File: src/rtl/debug_dump_tx_pkg.sv
// Shared definitions for the debug dump transmitter: header byte, FSM state encoding,
// word-class codes and frame-length helpers.
package debug_dump_tx_pkg;

  localparam logic [7:0] DUMP_HEADER = 8'hA5;

  typedef enum logic [3:0] {
    StIdle,
    StHdr,
    StSel,
    StWait,
    StCap,
    StSend,
    StNext,
    StChk,
    StFin
  } state_e;

  typedef enum logic [1:0] {
    ClsPc,
    ClsLatch,
    ClsReg,
    ClsMem
  } word_cls_e;

  // Bytes on the wire: header + 4 bytes per word + checksum.
  function automatic int unsigned frame_len(int unsigned nl, int unsigned nr, int unsigned nm);
    return 2 + 4 * (1 + nl + nr + nm);
  endfunction

  // Index counter width, sized to the largest word class.
  function automatic int unsigned idx_width(int unsigned nl, int unsigned nr, int unsigned nm);
    int unsigned mx;
    mx = nl;
    if (nr > mx) mx = nr;
    if (nm > mx) mx = nm;
    return (mx <= 1) ? 1 : $clog2(mx);
  endfunction

endpackage

File: src/rtl/uart_tx_byte.sv
// 8N1 UART byte transmitter.
//   clk, rst   : clock, synchronous active-high reset
//   in_data    : byte to send
//   in_valid   : byte offered; accepted when in_valid & out_ready
//   out_ready  : can accept a byte (idle, or in the final cycle of a stop bit)
//   TX         : serial out, idle high
module uart_tx_byte #(
  parameter int unsigned CLKS_PER_BIT = 868
) (
  input  logic       clk,
  input  logic       rst,
  input  logic [7:0] in_data,
  input  logic       in_valid,
  output logic       out_ready,
  output logic       TX
);

  localparam int unsigned CW = (CLKS_PER_BIT <= 1) ? 1 : $clog2(CLKS_PER_BIT);
  localparam logic [CW-1:0] BaudLast = CW'(CLKS_PER_BIT - 1);

  logic          active_q;
  logic [CW-1:0] baud_q;
  logic [3:0]    bit_q;
  logic [9:0]    shift_q;
  logic          last_cycle;

  assign last_cycle = active_q && (bit_q == 4'd9) && (baud_q == BaudLast);
  // Ready in the last stop-bit cycle lets the next start bit follow with no gap.
  assign out_ready  = !active_q || last_cycle;

  always_ff @(posedge clk) begin
    if (rst) begin
      active_q <= 1'b0;
      baud_q   <= '0;
      bit_q    <= '0;
      shift_q  <= '1;
      TX       <= 1'b1;
    end else if (in_valid && out_ready) begin
      active_q <= 1'b1;
      baud_q   <= '0;
      bit_q    <= '0;
      shift_q  <= {1'b1, in_data, 1'b0};
      TX       <= 1'b0;
    end else if (active_q) begin
      if (baud_q == BaudLast) begin
        baud_q <= '0;
        if (bit_q == 4'd9) begin
          active_q <= 1'b0;
          TX       <= 1'b1;
        end else begin
          bit_q   <= bit_q + 4'd1;
          shift_q <= {1'b1, shift_q[9:1]};
          TX      <= shift_q[1];
        end
      end else begin
        baud_q <= baud_q + CW'(1);
      end
    end
  end

endmodule

File: src/rtl/debug_dump_tx.sv
// Debug dump transmitter: on in_start streams HEADER, PC, latch words, register words,
// memory words and an XOR checksum over an 8N1 UART line.
//   in_start                    : one-cycle dump request, honoured only when idle
//   in_pc/in_latch/in_fr_data/in_mem_data : word sources
//   out_latch_sel, out_dbg_addr : read selects sequenced by this block
//   out_debug_on                : high while register/memory words are read
//   out_busy, out_done          : frame in progress / one-cycle end-of-frame pulse
//   TX                          : UART serial out
module debug_dump_tx
  import debug_dump_tx_pkg::*;
#(
  parameter int unsigned CLKS_PER_BIT = 868,
  parameter int unsigned NUM_LATCH    = 24,
  parameter int unsigned NUM_REGS     = 32,
  parameter int unsigned MEM_WORDS    = 32,
  parameter int unsigned READ_LAT     = 1
) (
  input  logic        clk,
  input  logic        rst,
  input  logic        in_start,
  input  logic [31:0] in_pc,
  input  logic [31:0] in_latch,
  input  logic [31:0] in_fr_data,
  input  logic [31:0] in_mem_data,
  output logic [6:0]  out_latch_sel,
  output logic [31:0] out_dbg_addr,
  output logic        out_debug_on,
  output logic        out_busy,
  output logic        out_done,
  output logic        TX
);

  localparam int unsigned IW = idx_width(NUM_LATCH, NUM_REGS, MEM_WORDS);

  state_e      state_q;
  word_cls_e   cls_q;
  logic [IW-1:0] idx_q;
  logic [IW-1:0] last_idx;
  logic [31:0] word_q;
  logic [31:0] cap_word;
  logic [1:0]  byte_q;
  logic [1:0]  wait_q;
  logic [7:0]  chk_q;
  logic [7:0]  tx_data;
  logic        tx_valid;
  logic        tx_ready;
  logic        tx_fire;

  always_comb begin
    last_idx = '0;
    cap_word = in_pc;
    unique case (cls_q)
      ClsPc:    begin last_idx = '0;                 cap_word = in_pc;       end
      ClsLatch: begin last_idx = IW'(NUM_LATCH - 1); cap_word = in_latch;    end
      ClsReg:   begin last_idx = IW'(NUM_REGS - 1);  cap_word = in_fr_data;  end
      ClsMem:   begin last_idx = IW'(MEM_WORDS - 1); cap_word = in_mem_data; end
      default:  ;
    endcase
  end

  always_comb begin
    tx_valid = 1'b0;
    tx_data  = 8'(word_q >> {byte_q, 3'b000});
    case (state_q)
      StHdr:  begin tx_valid = 1'b1; tx_data = DUMP_HEADER; end
      StSend: tx_valid = 1'b1;
      StChk:  begin tx_valid = 1'b1; tx_data = chk_q; end
      default: ;
    endcase
  end

  assign tx_fire = tx_valid && tx_ready;

  always_ff @(posedge clk) begin
    if (rst) begin
      state_q       <= StIdle;
      cls_q         <= ClsPc;
      idx_q         <= '0;
      word_q        <= '0;
      byte_q        <= '0;
      wait_q        <= '0;
      chk_q         <= '0;
      out_latch_sel <= '0;
      out_dbg_addr  <= '0;
      out_debug_on  <= 1'b0;
      out_busy      <= 1'b0;
      out_done      <= 1'b0;
    end else begin
      out_done <= 1'b0;
      case (state_q)
        StIdle: begin
          if (in_start) begin
            out_busy      <= 1'b1;
            out_latch_sel <= '0;
            out_dbg_addr  <= '0;
            chk_q         <= '0;
            cls_q         <= ClsPc;
            idx_q         <= '0;
            state_q       <= StHdr;
          end
        end
        StHdr: if (tx_fire) state_q <= StSel;
        StSel: begin
          case (cls_q)
            ClsLatch:      out_latch_sel <= 7'(idx_q);
            ClsReg, ClsMem: out_dbg_addr <= 32'(idx_q);
            default: ;
          endcase
          wait_q  <= '0;
          state_q <= StWait;
        end
        StWait: begin
          if (wait_q == 2'(READ_LAT - 1)) state_q <= StCap;
          else wait_q <= wait_q + 2'd1;
        end
        StCap: begin
          word_q  <= cap_word;
          byte_q  <= '0;
          state_q <= StSend;
          if (cls_q == ClsMem && idx_q == last_idx) out_debug_on <= 1'b0;
        end
        StSend: begin
          if (tx_fire) begin
            chk_q  <= chk_q ^ tx_data;
            byte_q <= byte_q + 2'd1;
            if (byte_q == 2'd3) state_q <= StNext;
          end
        end
        StNext: begin
          if (idx_q == last_idx) begin
            idx_q <= '0;
            unique case (cls_q)
              ClsPc:    begin cls_q <= ClsLatch; state_q <= StSel; end
              ClsLatch: begin cls_q <= ClsReg; state_q <= StSel; out_debug_on <= 1'b1; end
              ClsReg:   begin cls_q <= ClsMem; state_q <= StSel; end
              ClsMem:   state_q <= StChk;
              default:  state_q <= StChk;
            endcase
          end else begin
            idx_q   <= idx_q + IW'(1);
            state_q <= StSel;
          end
        end
        StChk: if (tx_fire) state_q <= StFin;
        StFin: begin
          // Leave once the checksum stop bit is in its final cycle.
          if (tx_ready) begin
            out_busy <= 1'b0;
            out_done <= 1'b1;
            state_q  <= StIdle;
          end
        end
        default: state_q <= StIdle;
      endcase
    end
  end

  uart_tx_byte #(
    .CLKS_PER_BIT(CLKS_PER_BIT)
  ) u_uart (
    .clk      (clk),
    .rst      (rst),
    .in_data  (tx_data),
    .in_valid (tx_valid),
    .out_ready(tx_ready),
    .TX       (TX)
  );

endmodule

File: config.mk
export PLATFORM = sky130hd
export DESIGN_NAME = debug_dump_tx
export DESIGN_NICKNAME = d
export VERILOG_FILES = /design/src/rtl/debug_dump_tx_pkg.sv /design/src/rtl/uart_tx_byte.sv /design/src/rtl/debug_dump_tx.sv
export SDC_FILE = /design/constraint.sdc
export NUM_CORES = 1
export LEC_CHECK = 0
export ABC_AREA = 1
export CORE_ASPECT_RATIO = 1.1
export CORE_MARGIN = 10
export CORE_UTILIZATION = 35
export CTS_CLUSTER_DIAMETER = 30
export CTS_CLUSTER_SIZE = 8
export DETAILED_ROUTE_END_ITERATION = 10
export SLEW_MARGIN = 40
export SYNTH_ARGS = -nofsm -noshare
export SYNTH_HDL_FRONTEND = slang
export SYNTH_HIERARCHICAL = 1
export SYNTH_SLANG_ARGS = --single-unit
File: constraint.sdc
create_clock -name clk -period 4.2 [get_ports clk]
set_input_delay 0.42 -clock clk [delete_from_list [all_inputs] [get_ports clk]]
set_output_delay 0.42 -clock clk [all_outputs]
set_load 0.005 [all_outputs]
==> results_dict.tcl <==
set metrics [dict create \
    run_status "finished, final reports clean" \
    cts_tree "yes" \
    rsz0062_at_grt "no" \
    die_w_microns 140 \
    antenna_found_initial 0 \
    ys_ff_latch 92 \
    power_leakage_nw 2.77 \
    nFillCells 1641 \
    num-nets-final 1094 \
    post-cts-setup-buffers 0 \
    drc 0 \
    fmax_mhz 436 \
    initial_utilization 0.355 \
    min_path_type "flip-flop to flip-flop" \
    synth-seq-area-share 0.331 \
    drt_pre_antenna_iters 5 \
    die_h_microns 152 \
    worst_slew_pin_slew_ns 0.725 \
    path_max_fanout 15 \
    routed_wl_microns 16000 \
    clockRootBuffer "clkbuf_16" \
    drtAntennaViolNets 0 \
    yosys.area_share.simple 0.306 \
    yosys-mux-area-fraction 0 \
    mostFrequentLayoutCells "nand2_1, clkdlybuf4s50_1, a21oi_1" \
    cp.arrival_ns 2.51 \
    min_period_ns 2.29 \
    synth_compound_area_frac 0.221 \
    cap_viol_max_count 0 \
    ctsHtreeMaxLevel 3 \
    ios 174 \
    syn_area_per_cell_sq_um 6.68 \
    gp_congestion 0.826 \
    hold_viol 0 \
    synthArstFlopShare 0 \
    yosys-top-cells-area "dfxtp_1, nand2_1, a21oi_1" \
    path_class "flip-flop to flip-flop" \
    first_iter_violations 267 \
    final_common_cell "nand2_1" \
    tns_ns 0 \
    cp.required_ns 4.42 \
    syn2layout_area_growth_pct 31.5 \
    synth_top_family_by_area "simple AND/OR/NAND/NOR gates" \
    grt-ovfl-total 0 \
    relSlewSlack 0.513 \
    ir_drop_mv 0.212 \
    synth_cell_types 46 \
    fin_crit_sh 0.546 \
    track_usage 0.143 \
    cp-start-kind "flip-flop" \
    grt_pass1_wl_microns 26200 \
    finalClockSkew_ns 0.0127 \
    rrSetupSlack_ns 1.91 \
    clkTransAtPathRegs_ns 0.06 \
    synthXorXnorAreaFrac 0.00787 \
    cts.repair.resized 0 \
    vias_per_cell 4.75 \
    holdBufCountCts 0 \
    wl_per_cell_microns 13.8 \
    finalSetupViolCount 0 \
    core-area_sq_um 15700 \
    grt_max_degree 55 \
    dpl.hpwl_microns 12300 \
    syn_inst 833 \
    critPathCaptureType "flip-flop" \
    rows 48 \
    grt_pass1_vias 5286 \
    synth_adder_area_share 0.0225 \
    vias 5499 \
    drv_slew 0 \
    ys_warn_count 6 \
    power_density_nw_per_um2 420 \
    die_area_sq_um 21300 \
    syn_area_sq_um 5560 \
    whs_ns 0.443 \
    yosys.area.top_type "dfxtp_1" \
    portBuffers 144 \
    worstSkewPairLatency_ns 0.34 \
    numCtsBuffers 9 \
    cts.sinks 92 \
    diodes 0 \
    synth_top_area_share 0.331 \
    synth_top_flop_cell "dfxtp_1" \
    synth-edff-count 0 \
    drive_gt1_frac 0.108 \
    clk_path_buf_depth 2 \
]
flip-flops by register name, indices dropped and copies added, names as in the netlist:
register	cells
u_uart/bit_q	4
u_uart/baud_q	10
wait_q	2
u_uart/TX	1
out_dbg_addr	5
out_debug_on	1
out_busy	1
out_latch_sel	5
u_uart/shift_q	8
chk_q	8
out_done	1
cls_q	2
state_q	4
u_uart/active_q	1
idx_q	5
word_q	32
byte_q	2
cells by family after synthesis:
logic type	Yosys count
AOI/OAI and AO/OA	213
buffers and inverters	130
xor gates and xnor gates	5
and+or+nand+nor	382
other	1
adders and majority gates	10
DFF	92
cell type report:
cell class | count | area [sq um] | area share
inverters | 61 | 229 | 0.0313
multi-input cells | 639 | 3210 | 0.439
well taps | 200 | 250 | 0.0342
repair buffers | 150 | 1490 | 0.203
clock buffers | 13 | 280 | 0.0383
flip-flops and latches | 92 | 1840 | 0.252
clock inverters | 3 | 18.8 | 0.00256
final timing paths:
path,cells after the start,from,end
setup / recovery,10,u_uart/baud_q[1],chk_q[5]
hold / removal,2,out_dbg_addr[4],out_dbg_addr[4]
hold reg to reg,2,out_dbg_addr[4],out_dbg_addr[4]
setup reg to reg,10,u_uart/baud_q[1],chk_q[5]
stage by stage:
step                setup slack, ns  power (mW)  utilization  std cells  instance area, sq um
floorplan                      2.31        1.95            -        861                  5670
global placement               1.80        2.30        0.448       1142                  7020
detailed placement             1.90        2.30        0.448       1142                  7020
CTS                            1.89        3.11        0.467       1158                  7320
global route                   1.63        3.30        0.467       1158                  7320
finish                         1.91        3.08        0.467       1158                  7320
power by group:
group	leakage, nW	internal (mW)	total (mW)	switching [mW]
combinational	1.88	0.468	1.18	0.715
sequential	0.746	1.00	1.09	0.0898
clock	0.152	0.465	0.802	0.336
total	2.77	1.93	3.08	1.14
synthesized netlist by cell type (5+ instances only):
cell	count
buf_2	6
nand2_2	9
dfxtp_1	92
nand3_1	44
inv_2	12
o21ai_1	5
nand2_1	231
clkbuf_1	28
a21oi_1	104
ha_1	10
buf_4	31
a31o_2	32
nor2_2	6
nor2_4	5
nor2_1	62
nand4_1	5
o21ai_0	62
inv_1	48
worst max-delay path: stages, from the launching register on:
cell and delay [ns]:
dfxtp_1 0.36, ha_1 0.19, nand2_1 0.06, nor2_1 0.27, nand4_1 0.13, nand2_1 0.37
nand2_1 0.18, nand2_2 0.26, inv_1 0.09, o21ai_0 0.18, a21oi_1 0.08
routing by layer:
metal  up-vias  GRT usage  wire (microns)
met5         -          0               0
met4         0     0.0399             184
met3        14     0.0477            1180
met2       120      0.249            7820
met1      2437      0.163            6790
li1       2928          -               -
Note: power is estimated with default switching activity, not from simulation.
